--- src/rtl/alsu_shift_unit.sv ---
// Multi-cycle shift/rotate engine producing the registered ALSU shift operand.
// Optional sticky busy-start detection is built when ALSU_SHIFT_START_ERR_EN is defined.
module alsu_shift_unit #(
    parameter int unsigned WIDTH = 6,
    parameter int unsigned AMT_W = 3
) (
    input  logic             clk,
    input  logic             reset,
    input  logic             start,
    input  logic [WIDTH-1:0] data_in,
    input  logic [AMT_W-1:0] amount,
    input  logic             direction,
    input  logic             mode,
    input  logic             serial_in,
    output logic [WIDTH-1:0] out_shift_reg,
    output logic             busy,
    output logic             done,
    output logic             start_err
);

    typedef enum logic [1:0] {
        ST_IDLE  = 2'd0,
        ST_SHIFT = 2'd1,
        ST_DONE  = 2'd2
    } state_e;

    state_e           state_q;
    logic [AMT_W-1:0] cnt_q;
    logic [WIDTH-1:0] sr_q;
    logic             dir_q;
    logic             mode_q;
    logic             sin_q;
    logic             busy_q;
    logic             done_q;

    // One single-bit step; rotate recirculates the bit that falls off the end.
    function automatic logic [WIDTH-1:0] step_f(
        input logic [WIDTH-1:0] v,
        input logic             dir,
        input logic             rot,
        input logic             sin
    );
        logic fill;
        fill = rot ? (dir ? v[WIDTH-1] : v[0]) : sin;
        if (dir) begin
            step_f = {v[WIDTH-2:0], fill};
        end else begin
            step_f = {fill, v[WIDTH-1:1]};
        end
    endfunction

    always_ff @(posedge clk) begin
        if (reset) begin
            state_q <= ST_IDLE;
            cnt_q   <= '0;
            sr_q    <= '0;
            dir_q   <= 1'b0;
            mode_q  <= 1'b0;
            sin_q   <= 1'b0;
            busy_q  <= 1'b0;
            done_q  <= 1'b0;
        end else begin
            case (state_q)
                ST_IDLE, ST_DONE: begin
                    if (start) begin
                        sr_q   <= data_in;
                        cnt_q  <= amount;
                        dir_q  <= direction;
                        mode_q <= mode;
                        sin_q  <= serial_in;
                        busy_q <= 1'b1;
                        if (amount != '0) begin
                            state_q <= ST_SHIFT;
                            done_q  <= 1'b0;
                        end else begin
                            state_q <= ST_DONE;
                            done_q  <= 1'b1;
                        end
                    end else begin
                        state_q <= ST_IDLE;
                        busy_q  <= 1'b0;
                        done_q  <= 1'b0;
                    end
                end
                ST_SHIFT: begin
                    sr_q   <= step_f(sr_q, dir_q, mode_q, sin_q);
                    cnt_q  <= cnt_q - AMT_W'(1);
                    busy_q <= 1'b1;
                    if (cnt_q == AMT_W'(1)) begin
                        state_q <= ST_DONE;
                        done_q  <= 1'b1;
                    end else begin
                        state_q <= ST_SHIFT;
                        done_q  <= 1'b0;
                    end
                end
                default: begin
                    state_q <= ST_IDLE;
                    busy_q  <= 1'b0;
                    done_q  <= 1'b0;
                end
            endcase
        end
    end

`ifdef ALSU_SHIFT_START_ERR_EN
    logic err_q;

    // Sticky: a start that arrives mid-operation is dropped and remembered.
    always_ff @(posedge clk) begin
        if (reset) begin
            err_q <= 1'b0;
        end else if (start && (state_q == ST_SHIFT)) begin
            err_q <= 1'b1;
        end
    end

    assign start_err = err_q;
`else
    assign start_err = 1'b0;
`endif

    assign out_shift_reg = sr_q;
    assign busy          = busy_q;
    assign done          = done_q;

endmodule

--- config.mk ---
export PLATFORM = sky130hd
export DESIGN_NAME = alsu_shift_unit
export DESIGN_NICKNAME = d
export VERILOG_FILES = /design/src/rtl/alsu_shift_unit.sv
export SDC_FILE = /design/constraint.sdc
export NUM_CORES = 1
export LEC_CHECK = 0
export ABC_AREA = 1
export CORE_MARGIN = 2
export CORE_UTILIZATION = 25
export DETAILED_ROUTE_END_ITERATION = 10
export GPL_TIMING_DRIVEN = 0
export PLACE_DENSITY = 0.44
export SLEW_MARGIN = 20
export SYNTH_ARGS = -nofsm -noshare
export SYNTH_HDL_FRONTEND = slang
export SYNTH_SLANG_ARGS = --single-unit
export TNS_END_PERCENT = 5
--- constraint.sdc ---
create_clock -name clk -period 3.23 [get_ports clk]
set_clock_uncertainty 0.2 [all_clocks]
set_input_delay 0.323 -clock clk [delete_from_list [all_inputs] [get_ports clk]]
set_output_delay 0.323 -clock clk [all_outputs]
set_load 0.02 [all_outputs]
==> flow_metrics.py, run 1 <==
metrics = {
    "run_status": {
        "status": "finished, final reports clean",
    },
    "place": {
        "dpl_cell_area_um2": 1060,
        "routabilityCongestion": 0.775,
        "portBuffers": 22,
        "hpwl_um": 1410,
    },
    "floorplan": {
        "row_count": 20,
        "die_area_um2": 3600,
        "die_h_um": 60.0,
        "die_x_um": 60.0,
        "ioPinCount": 24,
        "core_um2": 3030,
        "initial_core_util_pct": 25.9,
    },
    "timing": {
        "slew_viol_final": 0,
        "finalSetupTns_ns": 0,
        "fmaxAchievable_mhz": 548,
        "fin_crit_sh_pct": 56.5,
        "final-hold-violation-count": 0,
        "rsz0062_at_grt": "no",
        "setup-violations-final": 0,
        "min_period_ns": 1.82,
    },
    "yosys": {
        "netlist_area_um2": 785,
        "synth_top_family_by_area": "compound AO/OA/AOI/OAI gates",
        "ys_seq_area_share_pct": 38.3,
        "synth_xor_area_share_pct": 1.12,
        "synth_area_leaders": "dfxtp_1 38%, o21ai_1 11%, a21oi_1 8.3%",
        "synthCells": 108,
        "synthArstFlopShare_pct": 0,
        "synth_compound_area_share_pct": 25.4,
        "synth_ff_type": "dfxtp_1",
        "synth_edf_count": 0,
        "synth-simple-area-share_pct": 19.5,
        "yosys-mux-area-fraction_pct": 0,
        "yosysWarnings": 0,
        "synth_fa_ha_area_share_pct": 3.19,
        "synthTopCellsByCount": "18 x o21ai_1, 15 x dfxtp_1, 13 x a21oi_1",
        "yosys.area.top_type": "dfxtp_1",
        "ys_ff_latch": 15,
        "yosysMostFrequentCell": "o21ai_1",
        "yosysTopAreaCellShare_pct": 38.3,
        "syn_nets": 125,
        "ys_types": 21,
        "syn_area_per_cell_um2": 7.26,
    },
    "setup_path": {
        "critPathBufInv": 1,
        "cp.required_ns": 2.71,
        "r2r_cells": 6,
        "cp_max_fo": 4,
        "crit_chain": "clkdlybuf4s50_1",
        "crit_path_start_kind": "register",
        "worstSetupEndpointType": "output pin",
        "crit_cells": 1,
        "crit_type": "register to output pin",
        "crit_slowest_cell": "clkdlybuf4s50_1",
        "cpPeakStageDelay_ns": 0.63,
        "crit_arrival_ns": 1.30,
        "cp_top_family": "buffers and inverters",
    },
    "finish": {
        "drive_above_1_share_pct": 13.4,
        "largest_register_ffs": 6,
        "final_net_count": 152,
        "area_growth_pct": 38.4,
        "stdcell_area_um2": 1090,
        "antenna_cells": 0,
    },
    "grt": {
        "grt_start_max_net_pins": 11,
        "antenna_found_initial": 0,
        "grt_use_met1_pct": 15.7,
        "use_met3_pct": 2.81,
        "busiest_layer": "met2",
        "gr-usage-all-layers_pct": 12.2,
        "grt.met2_usage_pct": 19.7,
        "grt_pass1_wl_um": 3250,
        "gr-total-overflow": 0,
        "grt_pass1_vias": 743,
    },
    "flow_run": {
        "drv_cap": 0,
    },
    "routing": {
        "vias": 766,
        "drt_iter0_markers": 21,
        "drt-pass1-iter-count": 4,
        "ant_nets": 0,
        "drc": 0,
        "vias_per_cell": 4.30,
        "wl_um": 1920,
        "avgRoutedWirePerCell_um": 10.8,
    },
    "hold_path": {
        "min_path_cells": 2,
        "min_path_type": "register to register",
    },
    "clock_tree": {
        "clk_pin_slew_ns": 0.09,
        "clockRootBuffer": "clkbuf_4",
        "cts.path.max_buffers": 2,
        "cts_buffers": 3,
        "cts_tree": "built",
        "clk_latency_ns": 0.28,
        "ctsHoldBuffers": 0,
        "htree_levels": 1,
        "cts.sinks": 15,
        "post-cts-setup-buffers": 0,
        "cts_resized": 0,
    },
    "pwr": {
        "power.leakage_nw": 0.446,
        "total_power_mw": 0.486,
        "p_per_area_nw_per_um2": 447,
        "peakVddDrop_mv": 0.134,
    },
}
-- worst reg2reg max path, cell delays in order, from the launching register on --
cell	delay, ns
dfxtp_1	0.49
inv_2	0.15
nand2_2	0.08
nand3_2	0.06
nand3_1	0.08
nand2_1	0.07
a21oi_2	0.11
-- power by group --
| group | internal, mW | switching (mW) | leakage (nW) | total (mW) |
|---|---|---|---|---|
| sequential | 0.205 | 0.0167 | 0.124 | 0.222 |
| clock | 0.0479 | 0.0617 | 0.0150 | 0.110 |
| combinational | 0.0710 | 0.0832 | 0.306 | 0.154 |
| total | 0.324 | 0.162 | 0.446 | 0.486 |
-- layout by cell type (no fill, tap or decap) --
cell and count:
a21oi_1 13, a21oi_2 2, buf_2 1, buf_4 1, buf_6 2, clkbuf_1 1, clkbuf_4 3, clkdlybuf4s50_1 22
conb_1 1, dfxtp_1 15, ha_1 2, inv_1 12, inv_2 4, nand2_1 12, nand2_2 1, nand2_4 3
nand3_1 3, nand3_2 1, nor2_1 10, nor3_1 1, o21ai_0 4, o21ai_1 18, o22ai_1 1, xor2_1 1
-- routing by layer --
metal,wire length (um),vias up
li1,-,403
met1,970,336
met2,838,25
met3,98,2
met4,9,0
met5,0,-
-- path summary, 6_finish.rpt --
kind                            slack, ns                     startpoint                       endpoint
worst max register to register       1.94             dir_q$_SDFFE_PP0P_  out_shift_reg[0]$_SDFFE_PP0P_
worst max-delay path                 1.41  out_shift_reg[4]$_SDFFE_PP0P_               out_shift_reg[4]
worst min-delay path                 0.30            mode_q$_SDFFE_PP0P_            mode_q$_SDFFE_PP0P_
worst min register to register       0.30            mode_q$_SDFFE_PP0P_            mode_q$_SDFFE_PP0P_
-- logic make-up (layout without fill, tap and decap cells) --
family	after synthesis	count (layout)
xor+xnor	1	1
buf+inv	20	46
compound gates	38	38
fa+ha+maj	2	2
flops	15	15
other cells	1	1
simple gates	31	31
-- area by class of cell --
cell class	instances	area, um2
clock buffers	4	26.3
well taps	44	55.1
repair buffers	22	220
multi-input cells	73	389
plain buffers	4	35.0
flip-flops and latches	15	300
inverters	16	60.1
fillers	347	1940
-- stage by stage --
step	worst slack, ns	hold WS [ns]	cells	util, %
final	1.41	0.296	178	35.9
after global routing	1.34	0.342	178	35.9
after CTS	1.39	0.297	178	35.9
after detailed placement	1.57	0.283	174	35.0
after global placement	1.57	0.272	174	35.0
after floorplan	2.00	0.192	108	-
Note: power is estimated with default switching activity, not from simulation.
==> run 2, diff against run 1 <==
Settings changed: PLACE_DENSITY 0.44 to 0.46.
Clock period 3.23 ns to 1.5 ns, I/O delays scaled along.
==> flow_metrics.py, run 2 (same netlist as run 1, synthesis figures left out) <==
metrics = {
    "clock_tree": {
        "htree_levels": 1,
        "clockRootBuffer": "clkbuf_4",
        "cts_tree": "built",
        "cts_buffers": 3,
        "ctsHoldBuffers": 0,
        "cts_resized": 8,
        "cts.path.max_buffers": 2,
        "clk_latency_ns": 0.29,
        "post-cts-setup-buffers": 0,
        "clk_pin_slew_ns": 0.10,
        "cts.sinks": 15,
    },
    "routing": {
        "routed.top_layer": "met4",
        "wl_met2_um": 874,
        "drc": 0,
        "ant_nets": 0,
        "drt_iter0_markers": 21,
        "vias": 764,
        "vias_per_cell": 4.29,
        "dr_wl_met3_um": 114,
        "wl_um": 1900,
        "drt-met1-wl_um": 903,
        "drt-pass1-iter-count": 4,
        "avgRoutedWirePerCell_um": 10.7,
    },
    "setup_path": {
        "crit_path_start_kind": "register",
        "crit_slowest_cell": "dfxtp_1",
        "crit_start": "out_shift_reg[2]$_SDFFE_PP0P_",
        "crit_cells": 1,
        "rrSetupSlack_ns": 0.23,
        "worstSetupEndpointType": "output pin",
        "crit_chain": "dlygate4sd2_1",
        "cp.required_ns": 1.15,
        "crit_arrival_ns": 1.03,
        "critPathBufInv": 1,
        "r2r_cells": 6,
        "crit_path_end": "out_shift_reg[2]",
        "r2r-end": "out_shift_reg[0]$_SDFFE_PP0P_",
        "cp_max_fo": 4,
        "cpPeakStageDelay_ns": 0.40,
        "cp_top_family": "flip-flops",
        "rr_startpoint": "dir_q$_SDFFE_PP0P_",
        "crit_type": "register to output pin",
    },
    "floorplan": {
        "core_um2": 3030,
        "die_h_um": 60.0,
        "row_count": 20,
        "initial_core_util_pct": 25.9,
        "die_area_um2": 3600,
        "ioPinCount": 24,
        "die_x_um": 60.0,
    },
    "grt": {
        "grt_pass1_wl_um": 3230,
        "gr-total-overflow": 0,
        "antenna_found_initial": 0,
        "grt_pass1_vias": 762,
        "gr-usage-all-layers_pct": 12.1,
        "grt_start_max_net_pins": 11,
    },
    "timing": {
        "hold-worst-slack_ns": 0.258,
        "layout_setup_ws_ns": 0.116,
        "min_period_ns": 1.38,
        "fin_crit_sh_pct": 92.3,
        "fmaxAchievable_mhz": 723,
        "slew_viol_final": 0,
        "finalSetupTns_ns": 0,
        "rsz0062_at_grt": "no",
        "final-hold-violation-count": 0,
        "setup-violations-final": 0,
    },
    "pwr": {
        "p_int_mw": 0.682,
        "p_clk_share_pct": 23.1,
        "p_sw_share_pct": 33.8,
        "switchingPower_mw": 0.349,
        "peakVddDrop_mv": 0.462,
        "p_per_area_nw_per_um2": 958,
        "pwr-share-seq_pct": 46.4,
        "power.leakage_nw": 0.474,
        "power_frac_comb_pct": 30.5,
    },
    "finish": {
        "area_growth_pct": 37.2,
        "stdcell_count": 178,
        "final_net_count": 152,
        "largest_register_ffs": 6,
        "layout_commonest_cell": "o21ai_1",
        "fillers": 340,
        "final_cell_mix": "18 x o21ai_1, 15 x dfxtp_1, 14 x clkdlybuf4s50_1",
        "drive_above_1_share_pct": 13.4,
        "antenna_cells": 0,
    },
    "hold_path": {
        "min_path_type": "input pin to register",
        "min_path_cells": 3,
    },
    "place": {
        "portBuffers": 22,
        "place_inst": 174,
        "hpwl_um": 1410,
        "routabilityCongestion": 0.786,
        "dp_slack_ns": -0.00210,
    },
    "flow_run": {
        "drv_cap": 0,
    },
    "run_status": {
        "status": "finished, final reports clean",
    },
}
## run 2: per-layer routing
metal  vias up  GRT usage (%)
met5         -              0
met4         0           2.86
met3         2           4.33
met2        22           21.4
met1       339           13.9
li1        401              -
## run 2: power groups by stage
stage	logic (mW)	clock network (mW)	registers, mW
2_1_floorplan	0.181	0	0.511
6_report	0.314	0.239	0.478
3_3_place_gp	0.334	0	0.488
4_1_cts	0.321	0.256	0.479
5_1_grt	0.356	0.269	0.484
3_5_place_dp	0.335	0	0.488
## run 2: worst min path at each step
stage | endpoint | start | slack [ns]
2_1_floorplan | state_q[1]$_SDFF_PP0_ | reset | 0.02
3_3_place_gp | mode_q$_SDFFE_PP0P_ | mode_q$_SDFFE_PP0P_ | 0.27
3_5_place_dp | mode_q$_SDFFE_PP0P_ | mode_q$_SDFFE_PP0P_ | 0.28
4_1_cts | dir_q$_SDFFE_PP0P_ | direction | 0.25
5_1_grt | mode_q$_SDFFE_PP0P_ | mode | 0.25
6_report | dir_q$_SDFFE_PP0P_ | direction | 0.26
## run 2: cell type report
cell class	count	area, um2	share of cell area, %
multi-input combinational	73	389	36.2
sequential	15	300	27.9
timing repair buffer	22	210	19.5
inverter	16	60.1	5.58
tap	44	55.1	5.12
buffer	4	35.0	3.26
clock buffer	4	26.3	2.44
## run 2: through the flow
| step | area, um2 | utilization (%) | power [mW] |
|---|---|---|---|
| final | 1080 | 35.5 | 1.03 |
| after global routing | 1080 | 35.5 | 1.11 |
| after CTS | 1080 | 35.5 | 1.06 |
| after detailed placement | 1060 | 35.0 | 0.823 |
| after global placement | 1060 | 35.0 | 0.822 |
| after floorplan | 785 | - | 0.691 |
